`src/rtl/mulmod12289_arbiter.sv`:
```
// Round-robin shared signed 14x14 multiply with 3-stage centered mod-12289 reduction; result 4 cycles after accept.
// No internal stalls: drain only blocks new grants, and every res_valid pulse must be sunk by its requester.
module mulmod12289_arbiter #(
    parameter int NREQ = 2,
    parameter int IDW  = 8
) (
    input  logic                   i_clk,
    input  logic                   i_rst,
    input  logic [NREQ-1:0]        i_req_valid,
    output logic [NREQ-1:0]        o_req_ready,
    input  logic [NREQ*14-1:0]     i_req_a,
    input  logic [NREQ*14-1:0]     i_req_b,
    input  logic [NREQ*IDW-1:0]    i_req_id,
    input  logic                   i_drain,
    output logic [NREQ-1:0]        o_res_valid,
    output logic signed [13:0]     o_res_z,
    output logic [IDW-1:0]         o_res_id,
    output logic                   o_busy,
    output logic                   o_err
);
    localparam int          IW        = (NREQ > 1) ? $clog2(NREQ) : 1;
    localparam logic [27:0] Q         = 28'd12289;
    // 5462*q exceeds 2^26, so adding it makes every 27-bit product non-negative.
    localparam logic [27:0] OFFSET    = 28'd67122518;
    localparam logic [54:0] BARRETT_M = 55'((55'd1 << 40) / 55'd12289);

    logic [NREQ-1:0]    w_grant;
    logic [IW-1:0]      w_gidx;
    logic               w_found;
    logic [IW:0]        w_sum;
    logic               w_xfer;
    logic [IW-1:0]      r_ptr;

    logic signed [13:0] w_a;
    logic signed [13:0] w_b;
    logic               w_oor;

    logic signed [26:0] r_p1;
    logic [27:0]        w_u;
    logic [13:0]        w_q;
    logic [27:0]        r_u2;
    logic [13:0]        r_q2;
    logic [14:0]        w_r3;
    logic [13:0]        r_r3;
    logic [13:0]        r_z4;

    logic               r_vld [1:4];
    logic [IW-1:0]      r_idx [1:4];
    logic [IDW-1:0]     r_id  [1:4];

    logic [NREQ-1:0]    w_res_oh;
    logic [NREQ-1:0]    r_res_valid;
    logic [13:0]        r_res_z;
    logic [IDW-1:0]     r_res_id;
    logic               r_err;

    // Search starts at the rr pointer and wraps once around the requesters.
    always_comb begin
        w_grant = '0;
        w_gidx  = '0;
        w_found = 1'b0;
        w_sum   = '0;
        for (int k = 0; k < NREQ; k++) begin
            w_sum = {1'b0, r_ptr} + (IW+1)'(k);
            if (w_sum >= (IW+1)'(NREQ)) begin
                w_sum = w_sum - (IW+1)'(NREQ);
            end
            if (!w_found && i_req_valid[w_sum[IW-1:0]]) begin
                w_found                 = 1'b1;
                w_gidx                  = w_sum[IW-1:0];
                w_grant[w_sum[IW-1:0]]  = 1'b1;
            end
        end
    end

    assign o_req_ready = (i_rst || i_drain) ? '0 : w_grant;
    assign w_xfer      = w_found && !i_rst && !i_drain;

    assign w_a   = i_req_a[w_gidx*14 +: 14];
    assign w_b   = i_req_b[w_gidx*14 +: 14];
    assign w_oor = (w_a < -14'sd6144) || (w_a > 14'sd6144) ||
                   (w_b < -14'sd6144) || (w_b > 14'sd6144);

    // Barrett quotient undershoots by at most one, so stage 3 needs a single correction.
    assign w_u  = {r_p1[26], r_p1} + OFFSET;
    assign w_q  = 14'(({27'd0, w_u} * BARRETT_M) >> 40);
    assign w_r3 = 15'(r_u2 - ({14'd0, r_q2} * Q));

    always_comb begin
        w_res_oh = '0;
        for (int i = 0; i < NREQ; i++) begin
            w_res_oh[i] = r_vld[4] && (r_idx[4] == IW'(i));
        end
    end

    always_ff @(posedge i_clk) begin
        if (i_rst) begin
            r_ptr       <= '0;
            r_err       <= 1'b0;
            r_res_valid <= '0;
            r_res_z     <= '0;
            r_res_id    <= '0;
            for (int s = 1; s <= 4; s++) begin
                r_vld[s] <= 1'b0;
            end
        end else begin
            if (w_xfer) begin
                r_ptr <= (w_gidx == IW'(NREQ-1)) ? '0 : w_gidx + 1'b1;
                if (w_oor) begin
                    r_err <= 1'b1;
                end
            end
            r_vld[1] <= w_xfer;
            for (int s = 2; s <= 4; s++) begin
                r_vld[s] <= r_vld[s-1];
            end
            r_res_valid <= w_res_oh;
            if (r_vld[4]) begin
                r_res_z  <= r_z4;
                r_res_id <= r_id[4];
            end
        end
    end

    // Datapath and tag payload advance unconditionally; validity lives in r_vld.
    always_ff @(posedge i_clk) begin
        r_p1     <= 27'(w_a) * 27'(w_b);
        r_idx[1] <= w_gidx;
        r_id[1]  <= i_req_id[w_gidx*IDW +: IDW];
        for (int s = 2; s <= 4; s++) begin
            r_idx[s] <= r_idx[s-1];
            r_id[s]  <= r_id[s-1];
        end
        r_u2 <= w_u;
        r_q2 <= w_q;
        r_r3 <= (w_r3 >= 15'd12289) ? 14'(w_r3 - 15'd12289) : w_r3[13:0];
        r_z4 <= (r_r3 > 14'd6144) ? r_r3 + 14'd4095 : r_r3;
    end

    assign o_res_valid = r_res_valid;
    assign o_res_z     = r_res_z;
    assign o_res_id    = r_res_id;
    assign o_busy      = r_vld[1] | r_vld[2] | r_vld[3] | r_vld[4];
    assign o_err       = r_err;

endmodule

```
`config.mk`:
```
export PLATFORM = sky130hd
export DESIGN_NAME = mulmod12289_arbiter
export DESIGN_NICKNAME = d
export VERILOG_FILES = /design/src/rtl/mulmod12289_arbiter.sv
export SDC_FILE = /design/constraint.sdc
export NUM_CORES = 2
export LEC_CHECK = 0
export CORE_MARGIN = 8
export CORE_UTILIZATION = 58
export DETAILED_ROUTE_END_ITERATION = 10
export PLACE_DENSITY_LB_ADDON = 0.05
export SYNTH_ARGS = -nofsm -noshare
export SYNTH_HDL_FRONTEND = slang
export SYNTH_SLANG_ARGS = --single-unit
```
`constraint.sdc`:
```
create_clock -name i_clk -period 9.9 [get_ports i_clk]
set_input_delay 2.97 -clock i_clk [delete_from_list [all_inputs] [get_ports i_clk]]
set_output_delay 2.97 -clock i_clk [all_outputs]
set_load 0.02 [all_outputs]
```
Word level (Yosys, flattened, before mapping)
Memory sizes are Yosys's and may differ from the RTL's. A register that Yosys moved wholly into a read port is not among the register bits.
Cells that the tools add are included.
- flip-flop bits (word level): 102
- RAM bits: 40
- memories kept: 3
- memories (name ; words ; width ; rd ports ; clocked after memory_dff ; write ports ; RTL line ; text):
    r_id ; 4 ; 8 ; 4 ; 1 ; 4 ; 49 ; logic [IDW-1:0] r_id [1:4];
    r_idx ; 4 ; 1 ; 4 ; 0 ; 4 ; 48 ; logic [IW-1:0] r_idx [1:4];
    r_vld ; 4 ; 1 ; 4 ; 0 ; 4 ; 47 ; logic r_vld [1:4];
- add/subtract/negate cells: 8
- multiply operators: 4
- order comparisons: 12
- shift-type cells: 3
- multiplexer cells: 27
- bitwise logic cells: 9
- reduce and logical (&&, ||, !) cells: 15
- operators with widths (operator ; number):
    28-bit by 6-bit variable part select with 14-bit output ; 2
    28-bit by 25-bit multiplier with 52-bit output, second input constant ; 1
    28-bit by 27-bit adder with 28-bit output, second input constant ; 1
    14-bit > comparator, second input constant ; 2
    14-bit < comparator, second input constant ; 2
    14-bit 2-to-1 mux ; 2
    14-bit by 14-bit multiplier with 27-bit output ; 1
    1-bit 2-to-1 mux ; 20
    16-bit by 5-bit variable part select with 8-bit output ; 1
    15-bit by 14-bit greater-or-equal comparator with 1-bit output, second input constant ; 1
    14-bit by 14-bit multiplier with 15-bit output, second input constant ; 1
    15-bit subtractor ; 1
    14-bit by 12-bit adder with 14-bit output, second input constant ; 1
    14-bit by 13-bit > comparator with 1-bit output, second input constant ; 1
    14-bit subtractor, second input constant ; 1
    1-bit logical AND ; 7
    1-bit bitwise OR ; 7
    2-bit 2-to-1 mux ; 3
    1-bit logical OR ; 4
    1-bit by 2-bit < comparator with 1-bit output, second input constant ; 2
    1-bit by 3-bit multiplier with 4-bit output, second input constant ; 1
    1-bit zero test ; 3
    1-bit by 1-bit adder with 2-bit output, second input constant ; 1
    1-bit demux with 1-bit select ; 2
    8 further kinds ; 10

Longest topological paths before layout
- depth after elaboration: 15
- mapped depth: 35
- depth with buffers taken out: 35

Worst setup path after synthesis
No wires, ideal clock.
- path type: input to register
- from: input i_req_valid[0]
- to: register r_p1[26]
- setup time: 0.074 ns
- arrival: 9.866 ns
- slack: -0.041 ns
- stages: 27
- path buffers: 3
- cell sequence: inv_1 -> o21ai_1 -> clkbuf_1 -> buf_1 -> mux2_2 -> clkbuf_1 -> nand2_1 -> fa_1 -> inv_1 -> fa_1 -> fa_1 -> inv_1 -> fa_1 -> fa_1 -> inv_1 -> fa_1 -> ha_1 -> nor3_1 -> o211ai_1 -> a311o_1 -> a31oi_1 -> a21oi_1 -> o41ai_1 -> o21ai_0 -> o21ai_0 -> a21oi_1 -> a31oi_1
- cells in the longest elaborated chain, start to end: 9
- ends and longest elaborated chain (item ; RTL line ; text):
    from (decl) ; 9 ; input logic [NREQ-1:0] i_req_valid,
    1-bit 2-to-1 mux (not written as such) (2 in a row) ; 68 ; if (!w_found && i_req_valid[w_sum[IW-1:0]]) begin
    1-bit 2-to-1 mux ; 68 ;
    1-bit zero test ; 68 ;
    1-bit logical AND ; 68 ;
    1-bit 2-to-1 mux * ; 68 ;
    1-bit by 3-bit multiplier with 4-bit output * ; 79, 80 ;
    28-bit by 6-bit variable part select with 14-bit output, on equally long branches ; 79, 80 ;
    14-bit by 14-bit multiplier with 27-bit output * ; 127 ; r_p1 <= 27'(w_a) * 27'(w_b);
    to (signal assigned) ; 127 ;
    to (decl) ; 38 ; logic signed [26:0] r_p1;
Every way passes the cells marked *; elsewhere a longest branch is shown, timed or not. The select of a mux whose other input is x is not followed.
A chain may end at the register's enable or synchronous reset.

Final worst setup path
Same ends and word-level chain as after synthesis.

==> impl_results.md <==
* Run status: complete, no violations
* Critical path data arrival time at 9.82 ns
* Clk Latency, worst-skew pair at 0.43 ns
* Net count, final at 3847
* Total via count in the routed design at 18300
* Die area at between 50000 and 60000 sq um
* Count of standard-cell rows at 76
* Tmin final at 9.46 ns
* Reg area at 3000 sq um
* Final Core Density at 0.661
* Post-synthesis net count at 3643
* FILL cells at 3664
* Area of the multi-input gates at 19500 sq um
* Final global-route overflow total at 0
* Count of port buffers added during placement at ~100
* Layout cells sized above 1 at 0.0595
* Required time at the endpoint of the critical path at roughly 10 ns
* Inserted Clock Buffers at 17
* Effective utilization at floorplan at 0.589
* Die span in y at 225 microns
* Slowest stage cell, crit path: fa_1
* Post-synthesis sequential area ratio at 0.118
* Root cell of the clock tree: clkbuf_16
* Total of flip-flops plus latches after synthesis at 150
* Number of global-route vias before repair at 19526
* Number of hold violations in the final report at 0
* Unrepaired setup endpoints after global routing: no
* Kind of start point of the critical path: input port
* GPL Wtd Cong at 0.953
* Highest routed layer: met4
* Final setup vio count at 0
* Total iterations of the first detailed-routing run at 6
* Pin count of the biggest net entering global routing at 33
* DP Wirelength at 57.9 mm
* Crit Path Class: in -> reg
* Max Cap Viol at 0
* Terminus of the critical flop-to-flop path: r_q2[13]
* Die X at 225 microns
* Capturing element type of the critical path: flip-flop
* Worst stage delay on the critical path at between 0.5 and 0.6 ns
* Clock tree from TritonCTS: built
* Relative area change from synthesis to final layout at 12.2%
* Fmax at between 100 and 150 MHz
* Hold Path Stages at 0
* CP top delay family: adder cells
* Leading register cell type out of synthesis: dfxtp_1
* Maximum buffer depth of the clock tree at 2
* Number of hold buffers added after cts at 0
* Global Route Usage Sum at 0.263
* Number of standard cells after synthesis at between 2000 and 3000
* Top cells by count, synth: inv_1, fa_1, ha_1
* DRT antenna net count at 0
* Slew HR at 0.336
* Average routed wire per standard cell at 18.4 microns
* Number of unique standard cell types used by synthesis at 65
* Depth of the worst register-to-register path at 30
* Post-route DRC at 0
* Most common cell in the netlist: inv_1
* Final Cycle Share at 0.956
* Met3 wire length at between 3 and 4 mm
* Mean cell area of the mapped netlist at 9.33 sq um
* First-pass GRT wire length at 104 mm
* Slew at the pin with the worst max-slew slack at ~0.98 ns
* Count of yosys warnings during synthesis at 0
* Number of antenna violations at the first check in global routing at 0
* Terminating pin of the worst hold path: r_id[4][2]
* Startpoint of the worst hold path: r_id[3][2]
* Resized cells post-CTS at 0
* Proportion of register bits with asynchronous set or reset after synthesis at 0
* EDFF count, synth at 0
* Summed instance area of the synthesized netlist at between 20000 and 30000 sq um
* Total number of H-tree levels at 4
* Setup TNS Final at 0 ns
* Top cell by count, worst path: fa_1
* Total clock sinks at 150
* Largest area contributor in the netlist: fa_1
* Diodes inserted at 0
* Post-route met1 wirelength at 29.4 mm
* Via count normalized by instance count at 5.19
* Synth top area share at 0.344
* Cells taking the most area after synthesis: fa_1, ha_1, dfxtp_1
* Skew final at 0.0107 ns
* Routed wl met2 at around 30 mm
* Max FO, Critical Path at 21
* Reg clk slew, reported paths at 0.06 ns
* Count of final max-slew check failures at 0
* Io pins at 105
* Worst reg-to-reg setup slack at 0.65 ns
* Post-CTS setup repair buffer count at 0
* Placeable core region at 43200 sq um
* Total wire length at 65.0 mm
* Worst path bufs/invs at 7
* Worst min-delay path class: reg -> reg
* Number of DRC violations after detailed-routing iteration 0 at 1039
* Reg2Reg Launch Point: r_p1[1]
[cells in the final DEF, fill, tap and decap left out, types with 39 or more instances in the layout]
cell type,n
xor2_1,44
o21ai_0,39
buf_4,110
dfxtp_1,150
ha_1,405
xnor2_1,106
clkdlybuf4s50_1,104
nand2_1,205
inv_1,751
mux2i_1,50
a21oi_1,56
nor2_1,173
fa_1,437
[logic make-up (layout without fill, tap and decap cells)]
kind of cell / count (synthesis) / in the layout / synth area share
simple gates: 535 / 535 / 0.0935
compound gates: 199 / 199 / 0.0515
flops: 150 / 150 / 0.118
xor+xnor: 150 / 150 / 0.0517
mux: 62 / 62 / 0.0250
buf+inv: 786 / 1002 / 0.116
fa+ha+maj: 842 / 842 / 0.544
[per-stage QoR]
stage                     hold WS, ns  instances  setup WS (ns)  cell area (sq um)
final                           0.326       3525          0.437              28500
after global routing            0.335       3525         0.0406              28500
after CTS                       0.323       3525          0.416              28500
after detailed placement        0.312       3494        -0.0152              28000
after global placement          0.311       3494        0.00397              28000
after floorplan                 0.310       2724          0.115              25400
[worst max path at each step]
stage | end | slack (ns) | startpoint | cells after the start
5_1_grt | r_p1[26] | 0.04 | i_req_valid[0] | 28
3_3_place_gp | r_p1[26] | 0.004 | i_req_valid[0] | 26
3_5_place_dp | r_p1[26] | -0.02 | i_req_valid[0] | 26
4_1_cts | r_p1[26] | 0.42 | i_req_valid[0] | 26
2_1_floorplan | r_p1[25] | 0.11 | i_req_valid[0] | 27
6_report | r_p1[26] | 0.44 | i_req_valid[0] | 26
[area by class of cell]
type / count / area share
inverter: 754 / 0.0994
multi-input combinational: 1788 / 0.683
sequential: 150 / 0.105
clock buffer: 18 / 0.0150
clock inverter: 13 / 0.00399
timing repair buffer: 217 / 0.0676
tap: 585 / 0.0257
[sequential cells by signal, indices dropped and copies added, names as in the netlist]
register / flops
r_z4: 14
r_p1: 27
r_idx: 4
r_id: 32
o_res_id: 8
r_vld: 4
r_q2: 14
r_ptr: 1
o_err: 1
o_res_z: 14
r_r3: 14
r_u2: 15
o_res_valid: 2
[layer usage]
metal / GRT usage / vias up
li1: - / 8735
met1: 0.365 / 9048
met2: 0.439 / 436
met3: 0.0323 / 81
met4: 0.0583 / 0
met5: 0 / -
Power is left out: the tool's default activity adds up to more than one toggle a clock period on the data nets, which glitch-free logic cannot reach.
